**src/rtl/ictlb_miss_seq.sv**
```systemverilog
// Instruction L1 TLB miss sequencer: one outstanding L2 TLB request,
// fill delivery, and snoop invalidate/ack serialised against the miss.
module ictlb_miss_seq #(
    parameter int VPN_W = 24,
    parameter int PPN_W = 20,
    parameter int ID_W  = 3
) (
    input  logic             clk,
    input  logic             reset,

    input  logic             miss_valid,
    output logic             miss_retry,
    input  logic [VPN_W-1:0] miss_vpn,

    output logic             l1tlbtol2tlb_req_valid,
    input  logic             l1tlbtol2tlb_req_retry,
    output logic [VPN_W-1:0] l1tlbtol2tlb_req_vpn,
    output logic [ID_W-1:0]  l1tlbtol2tlb_req_id,

    input  logic             l2tlbtol1tlb_ack_valid,
    output logic             l2tlbtol1tlb_ack_retry,
    input  logic [ID_W-1:0]  l2tlbtol1tlb_ack_id,
    input  logic [PPN_W-1:0] l2tlbtol1tlb_ack_ppn,
    input  logic             l2tlbtol1tlb_ack_fault,

    output logic             fill_valid,
    input  logic             fill_retry,
    output logic [VPN_W-1:0] fill_vpn,
    output logic [PPN_W-1:0] fill_ppn,
    output logic             fill_fault,

    input  logic             l2tlbtol1tlb_snoop_valid,
    output logic             l2tlbtol1tlb_snoop_retry,
    input  logic [VPN_W-1:0] l2tlbtol1tlb_snoop_vpn,

    output logic             inv_valid,
    input  logic             inv_retry,
    output logic [VPN_W-1:0] inv_vpn,

    output logic             l1tlbtol2tlb_sack_valid,
    input  logic             l1tlbtol2tlb_sack_retry,
    output logic [VPN_W-1:0] l1tlbtol2tlb_sack_vpn,

    output logic             busy
);

    typedef enum logic [2:0] {
        S_IDLE,
        S_REQ,
        S_WAIT,
        S_FILL,
        S_SNP_INV,
        S_SNP_ACK
    } state_t;

    state_t             state, state_d;
    state_t             ret_state, ret_d;
    logic [VPN_W-1:0]   vpn_q, vpn_d;
    logic [ID_W-1:0]    id_q, id_d;
    logic [ID_W-1:0]    id_ctr, ctr_d;
    logic               kill, kill_d;
    logic [PPN_W-1:0]   ppn_q, ppn_d;
    logic               fault_q, fault_d;
    logic [VPN_W-1:0]   snp_q, snp_d;

    logic               ack_match;

    assign ack_match = (l2tlbtol1tlb_ack_id == id_q);

    always_comb begin
        state_d    = state;
        ret_d      = ret_state;
        vpn_d      = vpn_q;
        id_d       = id_q;
        ctr_d      = id_ctr;
        kill_d     = kill;
        ppn_d      = ppn_q;
        fault_d    = fault_q;
        snp_d      = snp_q;
        miss_retry = 1'b1;
        l2tlbtol1tlb_snoop_retry = 1'b1;
        l2tlbtol1tlb_ack_retry   = 1'b1;

        unique case (state)
            S_IDLE: begin
                l2tlbtol1tlb_snoop_retry = 1'b0;
                l2tlbtol1tlb_ack_retry   = 1'b0;
                miss_retry = l2tlbtol1tlb_snoop_valid;
                if (l2tlbtol1tlb_snoop_valid) begin
                    snp_d   = l2tlbtol1tlb_snoop_vpn;
                    ret_d   = S_IDLE;
                    state_d = S_SNP_INV;
                end else if (miss_valid) begin
                    vpn_d   = miss_vpn;
                    id_d    = id_ctr;
                    ctr_d   = id_ctr + ID_W'(1);
                    state_d = S_REQ;
                end
            end
            S_REQ: begin
                // Late acks (post reset or kill) drain here as stale.
                l2tlbtol1tlb_ack_retry = 1'b0;
                if (!l1tlbtol2tlb_req_retry) begin
                    state_d = S_WAIT;
                end
            end
            S_WAIT: begin
                l2tlbtol1tlb_snoop_retry = 1'b0;
                l2tlbtol1tlb_ack_retry   = l2tlbtol1tlb_snoop_valid;
                if (l2tlbtol1tlb_snoop_valid) begin
                    snp_d   = l2tlbtol1tlb_snoop_vpn;
                    ret_d   = S_WAIT;
                    state_d = S_SNP_INV;
                    if (l2tlbtol1tlb_snoop_vpn == vpn_q) begin
                        kill_d = 1'b1;
                    end
                end else if (l2tlbtol1tlb_ack_valid && ack_match) begin
                    if (kill) begin
                        // Translation may predate the invalidate: refetch.
                        kill_d  = 1'b0;
                        id_d    = id_ctr;
                        ctr_d   = id_ctr + ID_W'(1);
                        state_d = S_REQ;
                    end else begin
                        ppn_d   = l2tlbtol1tlb_ack_ppn;
                        fault_d = l2tlbtol1tlb_ack_fault;
                        state_d = S_FILL;
                    end
                end
            end
            S_FILL: begin
                if (!fill_retry) begin
                    state_d = S_IDLE;
                end
            end
            S_SNP_INV: begin
                if (!inv_retry) begin
                    state_d = S_SNP_ACK;
                end
            end
            S_SNP_ACK: begin
                if (!l1tlbtol2tlb_sack_retry) begin
                    state_d = ret_state;
                end
            end
            default: begin
                state_d = S_IDLE;
            end
        endcase
    end

    always_ff @(posedge clk) begin
        if (reset) begin
            state     <= S_IDLE;
            ret_state <= S_IDLE;
            vpn_q     <= '0;
            id_q      <= '0;
            id_ctr    <= '0;
            kill      <= 1'b0;
            ppn_q     <= '0;
            fault_q   <= 1'b0;
            snp_q     <= '0;
        end else begin
            state     <= state_d;
            ret_state <= ret_d;
            vpn_q     <= vpn_d;
            id_q      <= id_d;
            id_ctr    <= ctr_d;
            kill      <= kill_d;
            ppn_q     <= ppn_d;
            fault_q   <= fault_d;
            snp_q     <= snp_d;
        end
    end

    // Valids decode straight from the state flop, payloads from holding regs.
    assign l1tlbtol2tlb_req_valid  = (state == S_REQ);
    assign l1tlbtol2tlb_req_vpn    = vpn_q;
    assign l1tlbtol2tlb_req_id     = id_q;

    assign fill_valid              = (state == S_FILL);
    assign fill_vpn                = vpn_q;
    assign fill_ppn                = ppn_q;
    assign fill_fault              = fault_q;

    assign inv_valid               = (state == S_SNP_INV);
    assign inv_vpn                 = snp_q;

    assign l1tlbtol2tlb_sack_valid = (state == S_SNP_ACK);
    assign l1tlbtol2tlb_sack_vpn   = snp_q;

    assign busy                    = (state != S_IDLE);

endmodule

```
**config.mk**
```make
export PLATFORM = sky130hd
export DESIGN_NAME = ictlb_miss_seq
export DESIGN_NICKNAME = d
export VERILOG_FILES = /design/src/rtl/ictlb_miss_seq.sv
export SDC_FILE = /design/constraint.sdc
export NUM_CORES = 1
export LEC_CHECK = 0
export BUFFER_PORTS_ARGS = -buffer_cell sky130_fd_sc_hd__buf_4
export CAP_MARGIN = 25
export CORE_MARGIN = 2
export CORE_UTILIZATION = 41
export CTS_BUF_LIST = sky130_fd_sc_hd__clkbuf_8 sky130_fd_sc_hd__clkbuf_16
export CTS_CLUSTER_SIZE = 24
export DETAILED_ROUTE_END_ITERATION = 8
export PLACE_DENSITY = 0.77
export SLEW_MARGIN = 25
export SYNTH_ARGS = -nofsm -noshare
export SYNTH_HDL_FRONTEND = slang
export SYNTH_SLANG_ARGS = --single-unit
```
**constraint.sdc**
```tcl
create_clock -name clk -period 1.3 [get_ports clk]
set_input_delay 0.26 -clock clk [delete_from_list [all_inputs] [get_ports clk]]
set_output_delay 0.26 -clock clk [all_outputs]
set_load 0.005 [all_outputs]
```
==> flow_summary.ini <==
[timing]
skew_ns = 0.0138
fin_crit_sh = 1.30
final.setup.tns_ns = -17.69
tightest_slew_ns = 0.528
slew_violations = 0
max_freq_ghz = 0.593
finalHoldViolCount = 0
finalSetupViolCount = 88
whs_ns = 0.145
rsz0062_at_grt = true
fin_ws_ns = -0.387
post-route-min-period_ns = 1.69
relSlewSlack = 0.646

[synthesis]
yosys_warnings = 0
ys_seq_elements = 80
synth_top_cell_by_area = dfxtp_1
synthTopCellsByArea = dfxtp_1 41%, nand2_1 14%, buf_4 9.2%
syn-num-nets = 569
synth.top_cell.area_share = 0.408
ys_types = 42
synth.most_common_cell = nand2_1
netlist_area_um2 = 3930
async_reset_ff_frac = 0
synth_edf_count = 0
synth-main-ff-cell = dfxtp_1
synth_common_cells = 145 x nand2_1, 80 x dfxtp_1, 50 x a21oi_1
avgSynthCellArea_um2 = 8.06
ys_seq_area_frac = 0.408
netlist_instances = 487

[placement]
dpl_cell_area_um2 = 5610
gp_congestion = 0.896
dpl.hpwl_mm = 9.12
numPortBuffers = 208
place_ws_ns = -0.272

[cells_and_area]
antenna_cells = 0
fillers = 615
drive_gt1_frac = 0.612
fin_nets = 793
postLayoutCellArea_um2 = 7050
syn_to_final_growth_pct = 79.5

[floorplanning]
start_util = 0.423
fp-row-count = 35
core_um2 = 9280
die-area_um2 = 10400
die_y_um = 102
ios = 209
die_w_um = 102

[setup_path]
worst_setup_path_start_kind = flop
arrival_ns = 1.43
required_ns = 1.04
worstSetupPathType = reg -> out
critPathCaptureType = output port
path_max_fanout = 5

[global_route]
grt_max_degree = 59
grt_use_total = 0.259
grt-ovfl-total = 0
grt_pass1_wl_mm = 20.8
antenna_found_initial = 0
grt_pass1_vias = 4203

[route]
routedWlPerCell_um = 17.7
drtIter0Drc = 109
wl_mm = 14.9
drtAntennaViolNets = 0
firstDrtPassIters = 4
wl_met2_mm = 8.01
dr.max_layer_used = met4
wl_met3_um = 941
viasPerCell = 5.13
met1_length_mm = 5.63
via_count = 4339
drc = 0

[clocking]
clkSinkCount = 80
cts-root-buf = clkbuf_8
cts_made_buffers = 9
htreeDepth = 3
clk_latency_ns = 0.36
cts_tree = yes
clk_pin_slew_ns = 0.10
clk_path_buf_depth = 2

[pwr]
leakage_nw = 3.22
ir_drop_uv = 832
power_mw = 10.6
powerDensity_nw_per_um2 = 1500

[run]
max_cap_violations = 0

[outcome]
failed_checks = setup timing
status = finished with violations

[hold_path]
hold_path_class = in -> reg
[repair_timing]
item                                    4_1_cts  5_1_grt
buffers inserted                             19       12
gates resized for setup                     119       92
endpoints found under the setup margin       88       88
hold buffers                                  0        0
pin swaps                                    35       30
cloned                                        8        2
[cells by family (layout without fill, tap and decap cells)]
| logic type | Yosys count | after routing | share of synthesized area |
|---|---|---|---|
| fa+ha+maj | 1 | 1 | 0.00319 |
| simple gates | 202 | 202 | 0.229 |
| buf+inv | 81 | 310 | 0.133 |
| flops | 80 | 80 | 0.408 |
| mux | 23 | 23 | 0.0586 |
| compound gates | 73 | 73 | 0.108 |
| xor+xnor | 27 | 27 | 0.0602 |
[through the flow]
| stage | utilization | std cells |
|---|---|---|
| 2_1_floorplan | - | 487 |
| 3_3_place_gp | 0.604 | 792 |
| 3_5_place_dp | 0.604 | 792 |
| 4_1_cts | 0.711 | 835 |
| 5_1_grt | 0.760 | 845 |
| 6_report | 0.760 | 845 |
[cell usage in the layout, fill, tap and decap left out, drive strengths merged]
cell type and n:
buf 288, nand2 145, dfxtp 80, a21oi 50, xor2 24, mux2i 23, clkbuf 11, nor2 11
nand2b 8, nor4 7, inv 7, o311ai 6, nand3 5, nand4 4, o21ai 4, a31oi 4
xnor2 3, and4 3, or4 3, and3 3, a41oi 3, nor2b 3, nor3 3, clkinvlp 2
bufinv 2, or3 2, nor3b 1, or2b 1, or2 1, or3b 1, a2bb2oi 1, o211a 1
o21a 1, o32ai 1, and2 1, a211oi 1, o211ai 1, ha 1
[worst paths after layout]
| kind | slack, ns | from | depth (start not counted) | to |
|---|---|---|---|---|
| worst max register to register | -0.30 | state[0] | 4 | l1tlbtol2tlb_req_id[1] |
| worst max-delay path | -0.39 | state[2] | 5 | fill_valid |
| worst min register to register | 0.46 | fill_ppn[19] | 2 | fill_ppn[19] |
| worst min-delay path | 0.14 | miss_vpn[20] | 3 | fill_vpn[20] |
[state kept, by name, indices dropped and copies added, names as in the netlist]
register and count:
fill_fault 1, fill_ppn 20, fill_vpn 24, id_ctr 3, inv_vpn 24, kill 1, l1tlbtol2tlb_req_id 3, ret_state 1
state 3
[layer usage]
layer  up-vias  GRT usage
met5         -          0
met4         0      0.106
met3        33     0.0499
met2       190      0.481
met1      2091      0.288
li1       2025          -
[power by group]
group	leakage [nW]	internal (mW)	switching [mW]	total, mW
clock network	0.114	1.12	1.05	2.17
logic	2.45	2.96	2.31	5.28
registers	0.654	2.76	0.371	3.13
total	3.22	6.85	3.74	10.6
[final cells by class]
type                       count  area, um2  area share
clock buffer                   9        124      0.0176
clock inverter                 7        108      0.0153
inverter                       4       18.8     0.00266
multi-input combinational    326       2450       0.347
sequential                    80       1620       0.229
tap                          129        161      0.0229
timing repair buffer         290       2580       0.366
[critical path, stage by stage, from the launching register on]
cell     delay, ns
dfxtp_4       0.38
buf_6         0.12
or2b_1        0.25
buf_6         0.14
nor2_4        0.09
buf_6         0.10
Note: power is estimated with default switching activity, not from simulation.
